[src/rtl/rotary_decoder.sv]
// Panel rotary encoder front end: two-flop sync, per-channel debounce,
// Gray-code quarter tracking, one step pulse per detent and a wrapping count.

module rotary_sync_stage (
    input  logic       clk,
    input  logic       rst,
    input  logic [1:0] raw_i,
    output logic [1:0] sync_o
);

    logic [1:0] s1_q;
    logic [1:0] s2_q;

    always_ff @(posedge clk or posedge rst) begin
        if (rst) begin
            s1_q <= 2'b11;
            s2_q <= 2'b11;
        end else begin
            s1_q <= raw_i;
            s2_q <= s1_q;
        end
    end

    assign sync_o = s2_q;

endmodule

module rotary_debounce_stage #(
    parameter int DEBOUNCE_CYCLES = 4
) (
    input  logic clk,
    input  logic rst,
    input  logic in_i,
    output logic deb_o
);

    localparam int CW = (DEBOUNCE_CYCLES > 1) ? $clog2(DEBOUNCE_CYCLES + 1) : 1;
    localparam logic [CW-1:0] LAST = CW'(DEBOUNCE_CYCLES - 1);

    logic [CW-1:0] cnt_q;
    logic [CW-1:0] cnt_d;
    logic          deb_q;
    logic          deb_d;

    // Accept on the clock the count would reach DEBOUNCE_CYCLES.
    always_comb begin
        cnt_d = cnt_q;
        deb_d = deb_q;
        if (in_i == deb_q) begin
            cnt_d = '0;
        end else if (cnt_q == LAST) begin
            deb_d = in_i;
            cnt_d = '0;
        end else begin
            cnt_d = cnt_q + 1'b1;
        end
    end

    always_ff @(posedge clk or posedge rst) begin
        if (rst) begin
            cnt_q <= '0;
            deb_q <= 1'b1;
        end else begin
            cnt_q <= cnt_d;
            deb_q <= deb_d;
        end
    end

    assign deb_o = deb_q;

endmodule

module rotary_quad_stage #(
    parameter int POS_WIDTH = 8
) (
    input  logic                 clk,
    input  logic                 rst,
    input  logic [1:0]           cur_i,
    output logic                 step_o,
    output logic                 dir_o,
    output logic [POS_WIDTH-1:0] pos_o,
    output logic                 err_o
);

    localparam logic [3:0] Q_POS4 = 4'b0100;
    localparam logic [3:0] Q_NEG4 = 4'b1100;

    logic [1:0]           prev_q;
    logic [2:0]           q_q;
    logic [2:0]           q_d;
    logic                 step_q;
    logic                 step_d;
    logic                 err_q;
    logic                 err_d;
    logic                 dir_q;
    logic                 dir_d;
    logic [POS_WIDTH-1:0] pos_q;
    logic [POS_WIDTH-1:0] pos_d;

    logic       illegal;
    logic       cw;
    logic       ccw;
    logic [3:0] q_ext;
    logic [3:0] q_next;

    function automatic logic [1:0] cw_succ(input logic [1:0] s);
        logic [1:0] r;
        r = 2'b11;
        unique case (s)
            2'b11:   r = 2'b10;
            2'b10:   r = 2'b00;
            2'b00:   r = 2'b01;
            default: r = 2'b11;
        endcase
        return r;
    endfunction

    assign illegal = (cur_i == ~prev_q);
    assign cw      = (cur_i == cw_succ(prev_q));
    assign ccw     = (prev_q == cw_succ(cur_i));
    assign q_ext   = {q_q[2], q_q};
    assign q_next  = cw ? q_ext + 4'd1 : q_ext - 4'd1;

    // Only a full four-quarter run ending on the detent level counts.
    always_comb begin
        q_d    = q_q;
        step_d = 1'b0;
        err_d  = 1'b0;
        dir_d  = dir_q;
        pos_d  = pos_q;
        unique case (1'b1)
            illegal: begin
                err_d = 1'b1;
                q_d   = '0;
            end
            cw, ccw: begin
                if (cur_i == 2'b11) begin
                    q_d = '0;
                    if (q_next == Q_POS4) begin
                        step_d = 1'b1;
                        dir_d  = 1'b1;
                        pos_d  = pos_q + 1'b1;
                    end else if (q_next == Q_NEG4) begin
                        step_d = 1'b1;
                        dir_d  = 1'b0;
                        pos_d  = pos_q - 1'b1;
                    end
                end else begin
                    q_d = q_next[2:0];
                end
            end
            default: begin
            end
        endcase
    end

    always_ff @(posedge clk or posedge rst) begin
        if (rst) begin
            prev_q <= 2'b11;
            q_q    <= '0;
            step_q <= 1'b0;
            err_q  <= 1'b0;
            dir_q  <= 1'b0;
            pos_q  <= '0;
        end else begin
            prev_q <= cur_i;
            q_q    <= q_d;
            step_q <= step_d;
            err_q  <= err_d;
            dir_q  <= dir_d;
            pos_q  <= pos_d;
        end
    end

    assign step_o = step_q;
    assign err_o  = err_q;
    assign dir_o  = dir_q;
    assign pos_o  = pos_q;

endmodule

module rotary_decoder #(
    parameter int DEBOUNCE_CYCLES = 4,
    parameter int POS_WIDTH       = 8
) (
    input  logic                 clk,
    input  logic                 rst,
    input  logic                 rot_a,
    input  logic                 rot_b,
    output logic                 step,
    output logic                 dir,
    output logic [POS_WIDTH-1:0] position,
    output logic                 err
);

    logic [1:0] sync_ab;
    logic [1:0] deb_ab;

    rotary_sync_stage u_sync (
        .clk    (clk),
        .rst    (rst),
        .raw_i  ({rot_a, rot_b}),
        .sync_o (sync_ab)
    );

    rotary_debounce_stage #(
        .DEBOUNCE_CYCLES (DEBOUNCE_CYCLES)
    ) u_deb_a (
        .clk   (clk),
        .rst   (rst),
        .in_i  (sync_ab[1]),
        .deb_o (deb_ab[1])
    );

    rotary_debounce_stage #(
        .DEBOUNCE_CYCLES (DEBOUNCE_CYCLES)
    ) u_deb_b (
        .clk   (clk),
        .rst   (rst),
        .in_i  (sync_ab[0]),
        .deb_o (deb_ab[0])
    );

    rotary_quad_stage #(
        .POS_WIDTH (POS_WIDTH)
    ) u_quad (
        .clk    (clk),
        .rst    (rst),
        .cur_i  (deb_ab),
        .step_o (step),
        .dir_o  (dir),
        .pos_o  (position),
        .err_o  (err)
    );

endmodule

[config.mk]
export PLATFORM = sky130hd
export DESIGN_NAME = rotary_decoder
export DESIGN_NICKNAME = d
export VERILOG_FILES = /design/src/rtl/rotary_decoder.sv
export SDC_FILE = /design/constraint.sdc
export NUM_CORES = 1
export LEC_CHECK = 0
export BUFFER_PORTS_ARGS = -buffer_cell sky130_fd_sc_hd__buf_2
export CAP_MARGIN = 15
export CORE_ASPECT_RATIO = 0.6
export CORE_MARGIN = 1
export CORE_UTILIZATION = 50
export DETAILED_ROUTE_END_ITERATION = 12
export GPL_ROUTABILITY_DRIVEN = 0
export GPL_TIMING_DRIVEN = 0
export PLACE_DENSITY = 0.7
export SYNTH_ARGS = -nofsm -noshare
export SYNTH_HDL_FRONTEND = slang
export SYNTH_SLANG_ARGS = --single-unit
[constraint.sdc]
create_clock -name clk -period 4.4 [get_ports clk]
set_clock_uncertainty 0.1 [all_clocks]
set_input_delay 0.88 -clock clk [delete_from_list [all_inputs] [get_ports clk]]
set_output_delay 0.88 -clock clk [all_outputs]
set_load 0.1 [all_outputs]
* After elaboration in Yosys (flattened, before gate mapping)
Cells that the tools add are included.
** Operators by class
- Add/sub/neg operators :: 6
- Equality and inequality tests :: 13
- Muxes and demuxes :: 18
- Bitwise logic cells :: 3
- Reduce and logical (&&, ||, !) cells :: 8
** Operators by type and width (count)
- $mux W8 :: 2
- $mux W3 :: 5
- $pmux W2 S3 :: 2
- $add A8 B1 Y8 const B :: 1
- $eq A2 B2 Y1 const B :: 4
- $sub A8 B1 Y8 const B :: 1
- $mux W1 :: 7
- $add A3 B1 Y3 const B :: 2
- $eq A2 B2 Y1 :: 3
- $eq A3 B2 Y1 const B :: 2
- $pmux W3 S2 :: 1
- $add A3 B2 Y4 const B :: 1
- $eq A4 B3 Y1 const B :: 1
- $eq A4 B4 Y1 const B :: 1
- $logic_not A2 Y1 :: 2
- $mux W4 :: 1
- $reduce_and A2 Y1 :: 2
- $reduce_bool A2 Y1 :: 2
- $sub A3 B2 Y4 const B :: 1
- $reduce_and A3 Y1 :: 1
- $eq A1 B1 Y1 :: 2
- $not A1 Y1 :: 2
- $not A2 Y2 :: 1
- $reduce_or A2 Y1 :: 1
** Storage, ports and cells
- Register bits after elaboration :: 28

* Logic depth before layout (Yosys ltp)
- Depth in word-level cells :: 9
- Depth in mapped cells :: 14
- Depth with buffers taken out :: 13

* Hierarchy
From an unflattened synthesis, not the netlist that was laid out.
** Unflattened totals
- Cell total of the unflattened synthesis :: 146
- Area, all modules :: 1607.8 sq um
** By module, submodules not included
- rotary_quad_stage :: times used 1, cells each 117, area an instance 1156.1 sq um, seq. area each 402.9 sq um
- rotary_debounce_stage :: times used 2, cells each 12, area an instance 171.4 sq um, seq. area each 101.3 sq um
- rotary_sync_stage :: times used 1, cells each 5, area an instance 108.9 sq um, seq. area each 105.1 sq um

* Least setup slack after synthesis
Ideal clock, no wire load.
- Path type :: register -> register
- From :: reg u_deb_a.deb_q (netlist: u_deb_a.deb_o)
- To :: reg u_quad.pos_q[7] (netlist: u_quad.pos_o[7])
- Arrival :: 3.173 ns
- Slack :: 0.969 ns
- Cell stages (with the launch flop) :: 14
- Period minus slack after synthesis :: 3.431 ns
- Path through :: dfstp_2 -> buf_2 -> xor2_1 -> nand2b_1 -> inv_1 -> fa_1 -> xnor2_2 -> nand3_1 -> ha_1 -> a211oi_2 -> nor3_1 -> a211oi_2 -> mux2i_1 -> xnor2_1
** Between the ends
- Cells in the longest elaborated chain, start to end :: 5
** Ends and longest elaborated chain
- start: declaration :: RTL line 42 : logic deb_q;
- start signal: assignment :: RTL line 62 : deb_q <= 1'b1;
- start signal: assignment :: RTL line 65 : deb_q <= deb_d;
- $eq A2 B2 Y1 (tied with other cells) :: RTL line 109 : unique case (s)
- $pmux W2 S3 / $mux W4 (equally long branches) :: RTL line 109, 122
- $eq A2 B2 Y1 (tied with other cells) :: RTL line 120 : assign ccw = (prev_q == cw_succ(cur_i));
- $reduce_or A2 Y1 / $reduce_bool A2 Y1 (equally long branches)
- $reduce_and A3 Y1 (no source line)
- end signal: assignment :: RTL line 171 : pos_q <= pos_d;
- end: declaration :: RTL line 97 : logic [POS_WIDTH-1:0] pos_q;
Parallel ways exist; a longest one is shown, timed or not.
A chain may end at the register's enable or synchronous reset.

* Worst setup path in the final report
Ends and elaborated chain as after synthesis.

==> impl_results.md <==
- Worst slew pin tran: 1040 ps
- Initial core utilization: 0.539
- Tot GR Track Use: 0.176
- Synth unique cells: 35
- Setup CP Type: flop to flop
- RSZ-0062 raised after global routing: false
- Post-Syn Area: 1580 um2
- Sequential share of the synthesized area: 0.450
- CP Capture Type: flop
- Final Hold Fails: 0
- Worst-path fanout max: 10
- Post-detail-place hpwl: 2.03 mm
- Multiplexer area fraction after synthesis: 0.0333
- H-Tree Depth: 1
- Combinational family with the most area after synthesis: compound AO/OA/AOI/OAI gates
- Vias: 1062
- Post-Synthesis Net Count: about 160
- Finished Cell Area: 1770 um2
- Setup violators final: 0
- Row cnt: 15
- Post-synthesis cell count: ~140
- Final setup TNS: 0 ps
- Dpl ws: ~460 ps
- Max Freq: approximately 250 MHz
- Die Y-Extent: 45.5 um
- TritonCTS clock tree: built
- Ports: 15
- Buffers on Ports: 14
- Resized cells post-CTS: 0
- Placed cell areas: 1700 um2
- Worst min path class: flop to flop
- Gr ovfl total: 0
- Layout cells sized above 1: 0.241
- Clock Tree Root: clkbuf_8
- Max_cap viols: 0
- Synth Area in Simple Gates: 0.124
- Per-cell routed wire length: 13.2 um
- Worst EP required: 4500 ps
- Iteration-0 DRC Markers: 34
- CORE AREA: 2930 um2
- Post-Synth XOR/XNOR Area: 0.0983
- Post-route setup slack: 417 ps
- Vias in the first global route: 921
- Clock Path Buffers: 2
- Min Clock Period, post-route: 3980 ps
- Reg2reg setup slack: ~420 ps
- DR pass1 iterations: 4
- Die Wd: 74.6 um
- Die area: approximately 3400 um2
- Post-route ant nets: 0
- Slew headroom: 0.303
- Slew Viols, Final: 0
- Syn-to-layout area delta: 12.3%
- Vias per cell: 5.21
- WL final: 2.70 mm
- Synth warn: 0
- Initial antenna violation count: 0
- Largest net degree at the start of global routing: 29
- Syn_area_per_cell: between 10 and 15 um2
- Clock buffer count from CTS: 3
- DRC Markers: 0
- Compound-gate portion of the synthesized area: 0.135
- CTS sink cnt: 28
- Worst-path clk slew: around 90 ps
- Worst path arrival time: 4090 ps
- First-pass GRT wire length: about 4.3 mm
- Adder-cell share of the synthesized area: 0.120
- Post-CTS Hold Fix Bufs: 0
- Post-CTS setup buffer count: 0
- Status: finished, final reports clean
- Clk_lat worst skew: 270 ps
- ANT cells: 0
- NumNets Final: around 180
- #FFs+latches synth: 28
- Critical path launch point type: flop
- Final cycle utilization of the critical path: 0.905
==> Yosys cell counts, drive strengths merged <==
master	instances	area, um2
a21bo	1	10.0
a211oi	4	40.0
mux2i	3	30.0
nand2	12	45.0
o21ai	9	45.0
and2	1	6.26
mux2	2	22.5
nor3b	4	30.0
nor2	5	21.3
ha	12	150
xnor2	8	77.6
nand4	1	21.3
a22oi	1	7.51
fa	2	40.0
o22ai	2	12.5
dfrtp	20	500
dfstp	8	210
buf	5	33.8
nor2b	5	31.3
a22o	1	8.76
nor3	5	25.0
a21oi	9	45.0
a21o	3	22.5
nand2b	1	6.26
inv	7	26.3
nand3	2	10.0
xor2	8	77.6
o21bai	3	22.5
==> stage by stage <==
stage | utilization | instances | hold slack [ps]
6_report | 0.606 | 204 | 261
5_1_grt | 0.606 | 204 | 265
4_1_cts | 0.606 | 204 | 264
3_5_place_dp | 0.581 | 200 | 249
3_3_place_gp | 0.581 | 200 | 246
2_1_floorplan | - | 144 | 245
==> final timing paths <==
path | to | depth (start not counted) | startpoint
min | u_sync.sync_o[0] | 0 | u_sync.s1_q[0]
max | u_quad.pos_o[7] | 13 | u_deb_a.deb_o
max in group asynchronous | u_quad.dir_o | 2 | rst
min reg2reg | u_sync.sync_o[0] | 0 | u_sync.s1_q[0]
min in group asynchronous | u_deb_b.cnt_q[2] | 2 | rst
max reg2reg | u_quad.pos_o[7] | 13 | u_deb_a.deb_o
==> metal layers <==
layer | wire length, um | part of all wire | GRT usage
met5 | 0 | 0 | 0
met2 | 1160 | 0.43 | 0.261
met4 | 23 | 0.0085 | 0.0453
met3 | 115 | 0.043 | 0.0465
met1 | 1400 | 0.52 | 0.257
==> worst max-delay path, stage by stage, from the launching register on <==
cell	delay, ps
dfstp_2	540
buf_2	210
xor2_1	220
nand2b_1	230
inv_1	70
fa_1	410
xnor2_2	300
nand3_1	380
ha_1	480
a21oi_1	210
o21bai_1	100
a211oi_2	260
mux2i_1	270
xnor2_1	140
==> cells by family (layout without fill, tap and decap cells) <==
family	count (synthesis)	in the layout
mux	5	5
compound gates	33	33
buf+inv	12	30
xor+xnor	16	16
flops	28	28
simple gates	36	36
fa+ha+maj	14	14
==> area by class of cell <==
| cell class | instances | area [um2] |
|---|---|---|
| clock inverters | 1 | 30.0 |
| well taps | 42 | 52.6 |
| flip-flops and latches | 28 | 711 |
| inverters | 7 | 26.3 |
| multi-input cells | 104 | 808 |
| fillers | 263 | 1150 |
| repair buffers | 14 | 70.1 |
| plain buffers | 5 | 33.8 |
| clock buffers | 3 | 41.3 |
==> state kept, by name, summed over array words and instances, names as in the netlist <==
register,cells
u_quad.err_o,1
u_quad.prev_q,2
u_quad.pos_o,8
u_sync.sync_o,2
u_quad.step_o,1
u_quad.q_q,3
u_deb_b.deb_o,1
u_quad.dir_o,1
u_deb_a.cnt_q,3
u_deb_a.deb_o,1
u_sync.s1_q,2
u_deb_b.cnt_q,3
==> placed cells by master (no fill, tap or decap), drive strengths merged <==
master,instances
mux2i,3
nand2b,1
nor3b,4
xnor2,8
bufinv,1
nor2b,5
a21o,3
fa,2
nor2,5
dfrtp,20
a22oi,1
a21bo,1
a21oi,9
mux2,2
inv,7
dfstp,8
nor3,5
clkbuf,3
buf,19
and2,1
a211oi,4
o22ai,2
nand2,12
o21ai,9
o21bai,3
a22o,1
xor2,8
nand4,1
nand3,2
ha,12
Power is left out: the tool's default activity adds up to more than one toggle a clock period on the data nets, which glitch-free logic cannot reach.
